===== src/rtl/tone_sequencer_if.sv =====
// Codec write-FIFO port for tone_sequencer: sample strobe, stereo data and ready.
interface tone_sequencer_if;
    logic        write_ready;
    logic        write;
    logic [23:0] writedata_left;
    logic [23:0] writedata_right;

    // Sequencer side drives samples, codec side reports FIFO space.
    modport master (
        input  write_ready,
        output write,
        output writedata_left,
        output writedata_right
    );

    modport slave (
        output write_ready,
        input  write,
        input  writedata_left,
        input  writedata_right
    );
endinterface


===== src/rtl/tone_sequencer.sv =====
// tone_sequencer: steps through a programmable note table and paces square-wave
// samples into the audio codec write FIFO.
// Optional feature: define TONE_SEQ_GAP_EN to insert GAP_MS silent ticks after each note.
module tone_sequencer #(
    parameter int unsigned NUM_NOTES = 8,
    parameter int unsigned TICK_DIV  = 50000,
    parameter logic [23:0] AMPLITUDE = 24'h000100,
    parameter int unsigned GAP_MS    = 10,
    localparam int unsigned IW = (NUM_NOTES > 1) ? $clog2(NUM_NOTES) : 1
) (
    input  logic            CLOCK_50,
    input  logic            reset,
    input  logic            start,
    input  logic            stop,
    input  logic            loop,
    input  logic            prog_we,
    input  logic [IW-1:0]   prog_addr,
    input  logic [19:0]     prog_half_period,
    input  logic [11:0]     prog_duration,
    tone_sequencer_if.master codec,
    output logic            busy,
    output logic [IW-1:0]   note_index,
    output logic            done
);

`ifdef TONE_SEQ_GAP_EN
    localparam bit GapEn = 1'b1;
`else
    localparam bit GapEn = 1'b0;
`endif

    localparam int unsigned PW       = (TICK_DIV > 1) ? $clog2(TICK_DIV) : 1;
    localparam logic [PW-1:0] PrescMax = PW'(TICK_DIV - 1);
    localparam logic [IW-1:0] LastIdx  = IW'(NUM_NOTES - 1);
    localparam logic [23:0]   AmpNeg   = ~AMPLITUDE + 24'd1;
    localparam logic [11:0]   GapTicks = 12'(GAP_MS);

    typedef enum logic [2:0] {
        S_IDLE,
        S_LOAD,
        S_PLAY,
        S_GAP,
        S_DONE
    } state_t;

    // Note table storage, kept across reset.
    logic [19:0] hp_mem  [NUM_NOTES];
    logic [11:0] dur_mem [NUM_NOTES];

    state_t          state_q, state_d;
    logic [IW-1:0]   index_q, index_d;
    logic [11:0]     dur_q, dur_d;
    logic [PW-1:0]   presc_q, presc_d;
    logic [19:0]     half_q, half_d;
    logic [19:0]     hp_q, hp_d;
    logic            phase_q, phase_d;
    logic [11:0]     gap_q, gap_d;
    logic            write_q, write_d;
    logic [23:0]     wdata_q;
    logic            busy_q;
    logic            done_q;

    logic            tick_c;
    logic            expire_c;
    logic [23:0]     sample_c;

    // Table programming port; usable at any time.
    always_ff @(posedge CLOCK_50) begin
        if (prog_we) begin
            hp_mem[prog_addr]  <= prog_half_period;
            dur_mem[prog_addr] <= prog_duration;
        end
    end

    // Current sample: square level while playing, silence for rests and gaps.
    always_comb begin
        sample_c = 24'd0;
        if (state_q == S_PLAY && hp_q != 20'd0) begin
            sample_c = phase_q ? AmpNeg : AMPLITUDE;
        end
    end

    // Next-state logic for the sequencer, counters and write pacing.
    always_comb begin
        state_d  = state_q;
        index_d  = index_q;
        dur_d    = dur_q;
        presc_d  = presc_q;
        half_d   = half_q;
        hp_d     = hp_q;
        phase_d  = phase_q;
        gap_d    = gap_q;
        expire_c = 1'b0;
        tick_c   = (presc_q == PrescMax);

        case (state_q)
            S_IDLE: begin
                if (start && !stop) begin
                    state_d = S_LOAD;
                    index_d = '0;
                end
            end
            S_LOAD: begin
                if (dur_mem[index_q] == 12'd0) begin
                    state_d = S_DONE;
                end else begin
                    dur_d   = dur_mem[index_q];
                    hp_d    = hp_mem[index_q];
                    presc_d = '0;
                    half_d  = 20'd0;
                    phase_d = 1'b0;
                    state_d = S_PLAY;
                end
            end
            S_PLAY: begin
                presc_d = tick_c ? '0 : presc_q + PW'(1);
                if (hp_q != 20'd0) begin
                    if (half_q == hp_q - 20'd1) begin
                        half_d  = 20'd0;
                        phase_d = ~phase_q;
                    end else begin
                        half_d = half_q + 20'd1;
                    end
                end
                if (tick_c) begin
                    dur_d = dur_q - 12'd1;
                    if (dur_q == 12'd1) begin
                        if (GapEn && GapTicks != 12'd0) begin
                            state_d = S_GAP;
                            presc_d = '0;
                            gap_d   = GapTicks;
                        end else begin
                            expire_c = 1'b1;
                        end
                    end
                end
            end
            S_GAP: begin
                presc_d = tick_c ? '0 : presc_q + PW'(1);
                if (tick_c) begin
                    gap_d = gap_q - 12'd1;
                    if (gap_q == 12'd1) begin
                        expire_c = 1'b1;
                    end
                end
            end
            S_DONE: begin
                state_d = S_IDLE;
                index_d = '0;
            end
            default: begin
                state_d = S_IDLE;
            end
        endcase

        // Next-note decision after a note (and its gap) has finished.
        if (expire_c) begin
            if (index_q < LastIdx) begin
                index_d = index_q + IW'(1);
                state_d = S_LOAD;
            end else if (loop) begin
                index_d = '0;
                state_d = S_LOAD;
            end else begin
                state_d = S_DONE;
            end
        end

        // Stop aborts from any active state without a done pulse.
        if (stop && state_q != S_IDLE) begin
            state_d = S_IDLE;
            index_d = '0;
        end

        write_d = (state_q == S_PLAY || state_q == S_GAP) && codec.write_ready
                  && !write_q && !stop;
    end

    // State and output registers.
    always_ff @(posedge CLOCK_50) begin
        if (reset) begin
            state_q <= S_IDLE;
            index_q <= '0;
            dur_q   <= 12'd0;
            presc_q <= '0;
            half_q  <= 20'd0;
            hp_q    <= 20'd0;
            phase_q <= 1'b0;
            gap_q   <= 12'd0;
            write_q <= 1'b0;
            wdata_q <= 24'd0;
            busy_q  <= 1'b0;
            done_q  <= 1'b0;
        end else begin
            state_q <= state_d;
            index_q <= index_d;
            dur_q   <= dur_d;
            presc_q <= presc_d;
            half_q  <= half_d;
            hp_q    <= hp_d;
            phase_q <= phase_d;
            gap_q   <= gap_d;
            write_q <= write_d;
            if (write_d) begin
                wdata_q <= sample_c;
            end
            busy_q  <= (state_d != S_IDLE);
            done_q  <= (state_d == S_DONE);
        end
    end

    assign codec.write           = write_q;
    assign codec.writedata_left  = wdata_q;
    assign codec.writedata_right = wdata_q;
    assign busy                  = busy_q;
    assign note_index            = index_q;
    assign done                  = done_q;

endmodule


===== src/flat_wrapper.sv =====
// flat-port wrapper written by rule: the top's interface ports become plain ports
module tone_sequencer_flat 
#(
    parameter int unsigned NUM_NOTES = 8,
    parameter int unsigned TICK_DIV  = 50000,
    parameter logic [23:0] AMPLITUDE = 24'h000100,
    parameter int unsigned GAP_MS    = 10,
    localparam int unsigned IW = (NUM_NOTES > 1) ? $clog2(NUM_NOTES) : 1
)
  (CLOCK_50, reset, start, stop, loop, prog_we, prog_addr, prog_half_period, prog_duration, busy, note_index, done, codec_write_ready, codec_write, codec_writedata_left, codec_writedata_right);
  tone_sequencer_if codec_i ();
  input  logic CLOCK_50;
  input  logic reset;
  input  logic start;
  input  logic stop;
  input  logic loop;
  input  logic prog_we;
  input  logic [IW-1:0] prog_addr;
  input  logic [19:0] prog_half_period;
  input  logic [11:0] prog_duration;
  output logic busy;
  output logic [IW-1:0] note_index;
  output logic done;
  input wire logic [$bits(codec_i.write_ready)-1:0] codec_write_ready;
  output wire logic [$bits(codec_i.write)-1:0] codec_write;
  output wire logic [$bits(codec_i.writedata_left)-1:0] codec_writedata_left;
  output wire logic [$bits(codec_i.writedata_right)-1:0] codec_writedata_right;
  assign codec_i.write_ready = codec_write_ready;
  assign codec_write = codec_i.write;
  assign codec_writedata_left = codec_i.writedata_left;
  assign codec_writedata_right = codec_i.writedata_right;
  tone_sequencer #(.NUM_NOTES(NUM_NOTES), .TICK_DIV(TICK_DIV), .AMPLITUDE(AMPLITUDE), .GAP_MS(GAP_MS)) u_core (.CLOCK_50(CLOCK_50), .reset(reset), .start(start), .stop(stop), .loop(loop), .prog_we(prog_we), .prog_addr(prog_addr), .prog_half_period(prog_half_period), .prog_duration(prog_duration), .codec(codec_i), .busy(busy), .note_index(note_index), .done(done));
endmodule

===== config.mk =====
export PLATFORM = sky130hd
export DESIGN_NAME = tone_sequencer_flat
export DESIGN_NICKNAME = d
export VERILOG_FILES = /design/src/rtl/tone_sequencer_if.sv /design/src/rtl/tone_sequencer.sv /design/src/flat_wrapper.sv
export SDC_FILE = /design/constraint.sdc
export NUM_CORES = 1
export LEC_CHECK = 0
export CORE_MARGIN = 2
export CORE_UTILIZATION = 57
export DETAILED_ROUTE_END_ITERATION = 8
export GPL_ROUTABILITY_DRIVEN = 0
export PLACE_DENSITY = 0.76
export SYNTH_ARGS = -nofsm -noshare
export SYNTH_HDL_FRONTEND = slang
export SYNTH_SLANG_ARGS = --single-unit

===== constraint.sdc =====
create_clock -name CLOCK_50 -period 9.1 [get_ports CLOCK_50]
set_input_delay 0.91 -clock CLOCK_50 [delete_from_list [all_inputs] [get_ports CLOCK_50]]
set_output_delay 0.91 -clock CLOCK_50 [all_outputs]
set_load 0.03 [all_outputs]

==> summary.md <==
| Metric | Value |
|---|---|
| Top-area cell type share of the netlist area | `51.1%` |
| Relative slew slack | `a little over a third` |
| FILL cells | `1832` |
| Synth Flop Type | `edfxtp_1` |
| Remaining Overflow, GRT | `0` |
| Vias per inst | `6.07` |
| CTS tree | `yes` |
| Post-synthesis mux area share | `11.7%` |
| Core ar. | `0.0260 mm²` |
| Final worst path period share | `around half` |
| First-pass GRT wire length | `47500 µm` |
| # resized after CTS | `0` |
| Power, Total | `about 3.4 mW` |
| Status | `finished, final reports clean` |
| # port buffers | `between 70 and 80` |
| Area Overhead vs Synth | `13.4%` |
| Synthesized area | `~0.015 mm²` |
| Commonest cells in the netlist | `edfxtp_1, dfxtp_1, nor2_1, mux4_2, a21oi_1` |
| Crit end category | `flop` |
| Top layer in use | `met5` |
| Hold WS | `about 470 ps` |
| Clk Tree Root Cell | `clkbuf_16` |
| DRT met1 WL | `roughly 13000 µm` |
| Setup ws final | `around 4400 ps` |
| Initial Util | `between 50 and 60%` |
| TritonCTS Buffers | `36` |
| DRC violations left | `0` |
| Largest family of logic cells by synthesized area | `multiplexers` |
| Hold crit path type | `reg2reg` |
| Total detailed-routing wirelength | `around 30000 µm` |
| Number of nets with antenna violations after routing | `0` |
| Mean routed wirelength per cell | `~20 µm` |
| Min cycle time layout | `~4700 ps` |
| Synth Area in Simple Gates | `a little over a tenth` |
| Worst Path Arrival | `about 5200 ps` |
| Unrepaired setup endpoints after global routing | `no` |
| DRT Pass-1 Iters | `5` |
| Clk pwr share | `41.8%` |
| Design Area, Final | `approximately 0.017 mm²` |
| Die ar. | `around 0.028 mm²` |
| Sinks on Clock Net | `348` |
| Rows | `around 60` |
| Internal power | `approximately 2.7 mW` |
| Synth async-reset ratio | `0%` |
| I/O pin count | `96` |
| Routed wl met2 | `~14000 µm` |
| Synth unique cells | `71` |
| Post-Route Skew | `~14 ps` |
| Post-Synth Adder-Cell Area | `less than 1%` |
| Combinational share of power | `6.2%` |
| DR vias | `roughly 9000` |
| Hold Vio Cnt, Final | `0` |
| Critical Path RT | `approximately 9600 ps` |
| Worst Max-Slew Pin Slew | `approximately 960 ps` |
| Number of global-route vias before repair | `a little under 9000` |
| Peak supply drop | `around 0.00018 V` |
| Syn Inst Count | `roughly 1100` |
| Initial DRC Count | `900` |
| Setup Viol. Count Final | `0` |
| Worst-skew pair later-pin latency | `between 500 and 600 ps` |
| Startpoint class of the critical path | `flop` |
| Post-synthesis xor/xnor area fraction | `2.56%` |
| Die Height | `167 µm` |
| Switching Power | `742 µW` |
| Crit path kind | `reg2reg` |
| YS warnings | `0` |
| FF+latch count, synth | `between 300 and 400` |
| Share of cells above drive strength 1 | `13.0%` |
| Flop pwr share | `52.1%` |
| CTS Hold Bufs | `0` |
| Critical Path Fanout Max | `between 50 and 60` |
| Largest net degree at the start of global routing | `69` |
| CTS Buffer Depth | `3` |
| Seq/Total Area, Yosys | `63.3%` |
| Switching Share | `between 20% and 30%` |
| Leak pwr | `between 5 and 6 nW` |
| Final net count | `1178` |
| H-Tree Depth | `2` |
| Syn_area_per_cell | `13.9 µm²` |
| Count leader, synth | `edfxtp_1` |
| Fin Setup TNS | `0 ps` |
| Max-Cap Viols | `0` |
| Multi-input gate area | `between 0.004 and 0.005 mm²` |
| Compound-Gate Fraction of Synth Area | `under 10%` |
| Dpl ws | `roughly 4400 ps` |
| Pwr Density | `approximately 200 mW/mm²` |
| Max Clock Freq | `212 MHz` |
| GRT Total Usage | `21.5%` |
| DP HPWL | `approximately 18000 µm` |
| Die width | `between 150 and 200 µm` |
| DP Area | `~0.016 mm²` |
| Largest cells by area after synthesis | `edfxtp_1, dfxtp_1, mux4_2` |
| Initial antenna violation count | `2` |
| EDFF count, synth | `roughly 260` |
| Yosys top cell by area | `edfxtp_1` |
| Clock transition at path regs | `roughly 60 ps` |
| Setup bufs post-CTS | `0` |
| Met3 wire len | `just over 2000 µm` |
| Area occupied by registers | `between 0.009 and 0.01 mm²` |
| Slew Viols, Final | `0` |
## state kept, by name, indices dropped and copies added, names as in the netlist, 2 cells and up
register / count
u_core.codec.writedata_left: 2
u_core.dur_mem: 96
u_core.dur_q: 12
u_core.gap_q: 12
u_core.half_q: 20
u_core.hp_mem: 160
u_core.hp_q: 20
u_core.note_index: 3
u_core.presc_q: 16
u_core.state_q: 3
## layout by cell type (no fill, tap or decap), types with 21 or more instances in the layout
cell and count:
mux2i_1 29, o21ai_0 30, nor3_1 25, dfxtp_1 89, xor2_1 23, mux4_2 64, a21oi_1 50, a211oi_1 30
nand2_1 49, or3_1 22, clkdlybuf4s50_1 78, nor2_1 83, edfxtp_1 256, clkbuf_16 38, nand3_1 30, xnor2_1 21
## power by group through the flow
stage               Combinational [mW]  Clock (mW)  Sequential (mW)
floorplan                        0.147           0             1.80
CTS                              0.209        1.45             1.77
detailed placement               0.208           0             1.81
finish                           0.210        1.42             1.77
global placement                 0.204           0             1.80
global route                     0.233        1.51             1.78
## per-layer routing
| layer | vias up | global-route usage (%) |
|---|---|---|
| li1 | 4196 | - |
| met1 | 4471 | 30.3 |
| met2 | 304 | 34.5 |
| met3 | 58 | 4.33 |
| met4 | 2 | 6.07 |
| met5 | - | 0 |
## area by class of cell
| cell class | instances | area share [%] |
|---|---|---|
| tap | 335 | 2.45 |
| clock inverter | 14 | 0.894 |
| antenna | 1 | 0.0147 |
| inverter | 20 | 0.440 |
| clock buffer | 49 | 5.87 |
| multi-input combinational | 628 | 29.2 |
| timing repair buffer | 94 | 5.26 |
| sequential | 348 | 55.8 |
## worst max-delay path, stage by stage (launching register included)
cell,delay (ps)
dfxtp_4,560
buf_4,810
mux4_2,610
mux2i_1,210
nand4_1,110
nor4_1,700
a21boi_4,100
buf_4,320
a21oi_1,750
o21ai_0,230
a21oi_1,190
## per-stage QoR
stage                     util, %  std cells
after CTS                    65.7       1488
after global placement       61.3       1425
after floorplan                 -       1095
after detailed placement     61.3       1425
after global routing         65.7       1489
final                        65.7       1489
## kinds of logic (layout without fill, tap and decap cells)
logic type               count (synthesis)  in the layout
AO/OA/AOI/OAI                          158            158
XOR/XNOR                                44             44
adder cells (fa/ha/maj)                  8              8
buffers and inverters                  119            177
flip-flops                             348            348
multiplexers                            95             95
other                                    1             17
AND/OR/NAND/NOR                        307            307
## worst paths after layout
path | startpoint | endpoint | slack (ps) | cells past startpoint
max | u_core.note_index[0]$_SDFF_PP0_ | u_core.dur_q[2]$_SDFFE_PP0P_ | 4390 | 10
min | u_core.codec.writedata_left[8]$_SDFFE_PP0P_ | u_core.codec.writedata_left[8]$_SDFFE_PP0P_ | 470 | 2
max reg2reg | u_core.note_index[0]$_SDFF_PP0_ | u_core.dur_q[2]$_SDFFE_PP0P_ | 4390 | 10
min reg2reg | u_core.codec.writedata_left[8]$_SDFFE_PP0P_ | u_core.codec.writedata_left[8]$_SDFFE_PP0P_ | 470 | 2
(Power assumes the default switching activity.)
==> patch 1, RTL diff (same flow settings) <==
Build with the macro `TONE_SEQ_GAP_EN` defined.
--- a/src/rtl/tone_sequencer.sv
+++ b/src/rtl/tone_sequencer.sv
@@ -1,6 +1,8 @@
 // tone_sequencer: steps through a programmable note table and paces square-wave
 // samples into the audio codec write FIFO.
 // Optional feature: define TONE_SEQ_GAP_EN to insert GAP_MS silent ticks after each note.
+`define TONE_SEQ_GAP_EN
+
 module tone_sequencer #(
     parameter int unsigned NUM_NOTES = 8,
     parameter int unsigned TICK_DIV  = 50000,
Formal check against the unedited RTL: no difference found for any inputs over 4 cycles, from zero or initial values and one cycle with reset high; that may be too few to reach the edited logic, so the function may still have changed.
==> patch 1 against the original RTL <==
Worst setup slack better by 380 ps; core utilization up 0.22 points; synthesized area up 0.45%; via count down 0.43%; routed wire length down 0.32%; hold slack worse by 2.0 ps; combinational power up 2%; critical endpoint is now u_core.half_q[6]$_SDFFE_PP0P_; design area up 0.62%; largest cell class unchanged; sequential cell count unchanged; power up 1.5%.
==> patch 1: results (changes against the original RTL) <==
* Fraction of final layout cells with drive strength greater than 1: 0.146 (was 0.130)
- Run status: finished clean (unchanged).
- The post-detailed-route wirelength per cell is 20.0 um (was 19.9 um).
* GRT Resource Usage Total: 0.214 (was 0.215)
- Starting DRT DRC Count: 893 (was 900)
- The layout net count came to 1171 (was 1178).
* Most area-consuming cells after synthesis: sky130_fd_sc_hd__edfxtp_1 (51%), sky130_fd_sc_hd__dfxtp_1 (12%), sky130_fd_sc_hd__mux4_2 (9.5%), sky130_fd_sc_hd__nor2_1 (2.3%), sky130_fd_sc_hd__buf_4 (2.3%) (was sky130_fd_sc_hd__edfxtp_1 (51%), sky130_fd_sc_hd__dfxtp_1 (12%), sky130_fd_sc_hd__mux4_2 (9.6%), sky130_fd_sc_hd__buf_4 (2.3%), sky130_fd_sc_hd__nor2_1 (2.2%))
- Crit path max-delay cell type: sky130_fd_sc_hd__nor2_1 (was sky130_fd_sc_hd__buf_4)
- The via count of the first global-routing pass is 8821 (was 8859).
- Cell internal pwr: 2710 uW (was 2670 uW)
- The antenna diode count is 0 (was 1).
- Worst vdd rail ir drop: 170 uV (was 181 uV)
- The largest fanout on the critical path was 38 (was 58).
- The wire length of the first global-routing pass came to 47.7 mm (was 47.5 mm).
* Iteration count of the initial detailed-routing pass: 5 (unchanged)
* Via count: 8992 (was 9031)
- Antenna violations before repair: 0 (was 2)
* Pin count of the biggest net entering global routing: 64 (was 69)
- The area of placed instances came to 0.0160 sq mm (was 0.0159 sq mm).
- Post-route clock skew: 22.7 ps (was 13.9 ps)
- The kind of cell adding the most delay to the critical path is simple AND/OR/NAND/NOR gates (was compound AO/OA/AOI/OAI gates).
- Worst rel slew slack: 0.308 (was 0.361)
* Proportion of synthesized chip area in sequential cells: 0.630 (was 0.633)
* Most used standard cells in the synthesized netlist: sky130_fd_sc_hd__edfxtp_1 (256), sky130_fd_sc_hd__nor2_1 (94), sky130_fd_sc_hd__dfxtp_1 (92) (was sky130_fd_sc_hd__edfxtp_1 (256), sky130_fd_sc_hd__dfxtp_1 (92), sky130_fd_sc_hd__nor2_1 (89))
* Filler instances: 1836 (was 1832)
-- patch 1: changes by cell type after synthesis, moves of 7 or more --
cell | unedited run | this run
sky130_fd_sc_hd__a21oi_1 | 50 | 36
sky130_fd_sc_hd__inv_1 | 20 | 10
sky130_fd_sc_hd__nand2_1 | 49 | 62
sky130_fd_sc_hd__nand3_1 | 30 | 17
sky130_fd_sc_hd__nor3_1 | 27 | 16
sky130_fd_sc_hd__o2111ai_1 | 3 | 10
sky130_fd_sc_hd__o21ai_0 | 31 | 42
sky130_fd_sc_hd__xor2_1 | 23 | 33
-- patch 1: metrics by stage --
step                cells  power (uW)  setup slack [ps]
finish               1482        3460              4760
global placement     1418        2010              4930
CTS                  1482        3480              4740
floorplan            1093        1950              5340
detailed placement   1418        2020              4770
global route         1482        3570              4370
-- patch 1: logic make-up after synthesis --
group | count (synthesis) | share of synthesized area
flops | 348 | 0.630
simple gates | 313 | 0.112
compound gates | 149 | 0.0646
buf+inv | 116 | 0.0429
mux | 94 | 0.115
xor+xnor | 49 | 0.0284
fa+ha+maj | 8 | 0.00662
other cells | 1 | 0.000248
-- patch 1: cell type report --
type	count	area (sq um)	share of cell area
well taps	335	419	0.0244
clock inverters	20	241	0.0141
repair buffers	96	918	0.0534
inverters	10	37.5	0.00218
flip-flops and latches	348	9540	0.555
multi-input cells	629	5070	0.295
clock buffers	44	962	0.0560
-- patch 1: path summary, 6_finish.rpt --
kind / startpoint / end / slack [ps] / cells after the start
max reg2reg: u_core.note_index[1]$_SDFF_PP0_ / u_core.half_q[6]$_SDFFE_PP0P_ / 4760 / 10
min: u_core.dur_q[7]$_SDFFE_PP0P_ / u_core.dur_q[7]$_SDFFE_PP0P_ / 470 / 2
min reg2reg: u_core.dur_q[7]$_SDFFE_PP0P_ / u_core.dur_q[7]$_SDFFE_PP0P_ / 470 / 2
max: u_core.note_index[1]$_SDFF_PP0_ / u_core.half_q[6]$_SDFFE_PP0P_ / 4760 / 10
-- patch 1: routing by layer --
layer  wire [um]  global-route usage  up-vias
li1            -                   -     4168
met1       12700               0.308     4453
met2       14300               0.347      328
met3        2070              0.0330       43
met4         507              0.0543        0
met5           0                   0        -
-- patch 1: power groups by stage --
| stage | Combinational (uW) | Sequential [uW] | Clock (uW) |
|---|---|---|---|
| CTS | 214 | 1780 | 1490 |
| detailed placement | 212 | 1810 | 0 |
| floorplan | 153 | 1800 | 0 |
| global placement | 207 | 1810 | 0 |
| global route | 235 | 1780 | 1550 |
| finish | 214 | 1780 | 1470 |
-- patch 1: worst min-delay path: stages (launching register included) --
cell	delay, ps
sky130_fd_sc_hd__dfxtp_1	300
sky130_fd_sc_hd__o21ai_0	70
sky130_fd_sc_hd__a21oi_1	60
==> patch 2, RTL diff (same settings) <==
Made on the original files. Re-encode `state_t` (5 states) as Gray code, 3 bits wide.
--- a/src/rtl/tone_sequencer.sv
+++ b/src/rtl/tone_sequencer.sv
@@ -36,11 +36,11 @@
     localparam logic [11:0]   GapTicks = 12'(GAP_MS);
 
     typedef enum logic [2:0] {
-        S_IDLE,
-        S_LOAD,
-        S_PLAY,
-        S_GAP,
-        S_DONE
+        S_IDLE = 3'b000,
+        S_LOAD = 3'b001,
+        S_PLAY = 3'b011,
+        S_GAP  = 3'b010,
+        S_DONE = 3'b110
     } state_t;
 
     // Note table storage, kept across reset.
Function: no difference found for any inputs over 4 cycles, from zero or initial values and one cycle with reset high; so few cycles prove little.
==> patch 2 against the original RTL <==
Sequential cell count unchanged; hold slack better by 9.2 ps; fmax up 3.5%; design area up 0.12%; worst setup slack better by 160 ps; non-clock buffer count down 1; clock power up 5%; combinational power up 36%; synthesized area down 0.11%; power up 4.6%; routed wire length up 0.12%; critical endpoint is now u_core.half_q[17]$_SDFFE_PP0P_.
==> patch 2: results (changes against the original RTL) <==
* Run status: finished clean (unchanged)
* Met3 Resource Use GR: 0.0356 (was 0.0433)
- Part of the power in the clock network: 0.417 (was 0.418)
- Synthesized area divided by synthesized cell count: 14.1 sq um (was 13.9 sq um)
- The worst-case setup slack after placement came to 4520 ps (was 4370 ps).
* CLK BUF: 43 (was 49)
* Met1 routed wirelength after detailed routing: 13.5 mm (was 13.1 mm)
- The share of final layout cell area taken by non-clock buffers is 0.0521 (was 0.0526).
* Critical Path Max Stage Delay: 770 ps (was 810 ps)
* Top Family by Delay on Critical Path: buffers and inverters (was compound AO/OA/AOI/OAI gates)
- The full die area is 0.0277 sq mm (about the same).
- The number of fill cells is 1792 (was 1832).
- Leak Pwr: 0.00540 uW (was 0.00535 uW)
- Proportion of cell area spent on the clock network: 0.0709 (was 0.0676)
* Largest fanout of any net on the critical path: 43 (was 58)
- The met2 wire length came to 13.9 mm (about the same).
* Min-delay src: u_core.dur_q[7]$_SDFFE_PP0P_ (was u_core.codec.writedata_left[8]$_SDFFE_PP0P_)
- Via count of the first global-routing pass: 8593 (was 8859)
* Proportion of synthesized chip area in sequential cells: 0.634 (was 0.633)
- Hold slack: 484 ps (was 474 ps)
- Post-route clock skew: 14.1 ps (was 13.9 ps)
* Worst rel slew slack: 0.283 (was 0.361)
* Fraction of final layout cells with drive strength greater than 1: 0.136 (was 0.130)
- Distinct cell type count of the synthesized netlist: 63 (was 71)
- Placement Cell Area: 0.0159 sq mm (about the same)
* GRT Resource Usage Total: 0.215 (about the same)
- The global-route track usage on met2 was 0.348 (was 0.345).
* Arrival time of the worst setup path: 4950 ps (was 5160 ps)
* Most used standard cells in the synthesized netlist: sky130_fd_sc_hd__edfxtp_1 (256), sky130_fd_sc_hd__nor2_1 (102), sky130_fd_sc_hd__dfxtp_1 (92) (was sky130_fd_sc_hd__edfxtp_1 (256), sky130_fd_sc_hd__dfxtp_1 (92), sky130_fd_sc_hd__nor2_1 (89))
- The ratio of routed vias to standard cells is 5.97 (was 6.07).
- Antenna fix cells: 0 (was 1)
* Post-layout util: 0.658 (was 0.657)
- Met3 WL post-DR: 1.89 mm (was 2.03 mm)
- Wire length of the first global-routing pass: 47.0 mm (was 47.5 mm)
* Number of instances in the placed design: 1413 (was 1425)
- The layout net count was 1167 (was 1178).
- Most area-consuming cells after synthesis: sky130_fd_sc_hd__edfxtp_1 (51%), sky130_fd_sc_hd__dfxtp_1 (12%), sky130_fd_sc_hd__mux4_2 (9.6%), sky130_fd_sc_hd__nor2_1 (2.5%), sky130_fd_sc_hd__buf_4 (2.4%) (was sky130_fd_sc_hd__edfxtp_1 (51%), sky130_fd_sc_hd__dfxtp_1 (12%), sky130_fd_sc_hd__mux4_2 (9.6%), sky130_fd_sc_hd__buf_4 (2.3%), sky130_fd_sc_hd__nor2_1 (2.2%))
- GR met1 Demand/Resource: 0.308 (was 0.303)
- Routed length per instance: 20.1 um (was 19.9 um)
- The starting DRC count in detailed routing came to 912 (was 900).
* Worst vdd rail ir drop: 174 uV (was 181 uV)
* Clock period minus final worst setup slack: 4550 ps (was 4710 ps)
[patch 2: changes by cell type after synthesis, sizes merged, moves of 12 or more]
cell   delta
nand3    -12
nor2     +13
or3      -15
xnor2    +16
[patch 2: cell families (layout without fill, tap and decap cells)]
logic type               count (synthesis)  count (layout)  synth area share
flip-flops                             348             348             0.634
AND/OR/NAND/NOR                        295             295             0.100
AO/OA/AOI/OAI                          144             144            0.0618
buffers and inverters                  115             175            0.0429
multiplexers                            95              95             0.117
XOR/XNOR                                64              64            0.0373
adder cells (fa/ha/maj)                  8               8           0.00666
other                                    1              16          0.000249
[patch 2: final timing paths]
kind / end / cells past startpoint
min reg2reg: u_core.dur_q[7]$_SDFFE_PP0P_ / 2
min: u_core.dur_q[7]$_SDFFE_PP0P_ / 2
max reg2reg: u_core.half_q[17]$_SDFFE_PP0P_ / 10
max: u_core.half_q[17]$_SDFFE_PP0P_ / 10
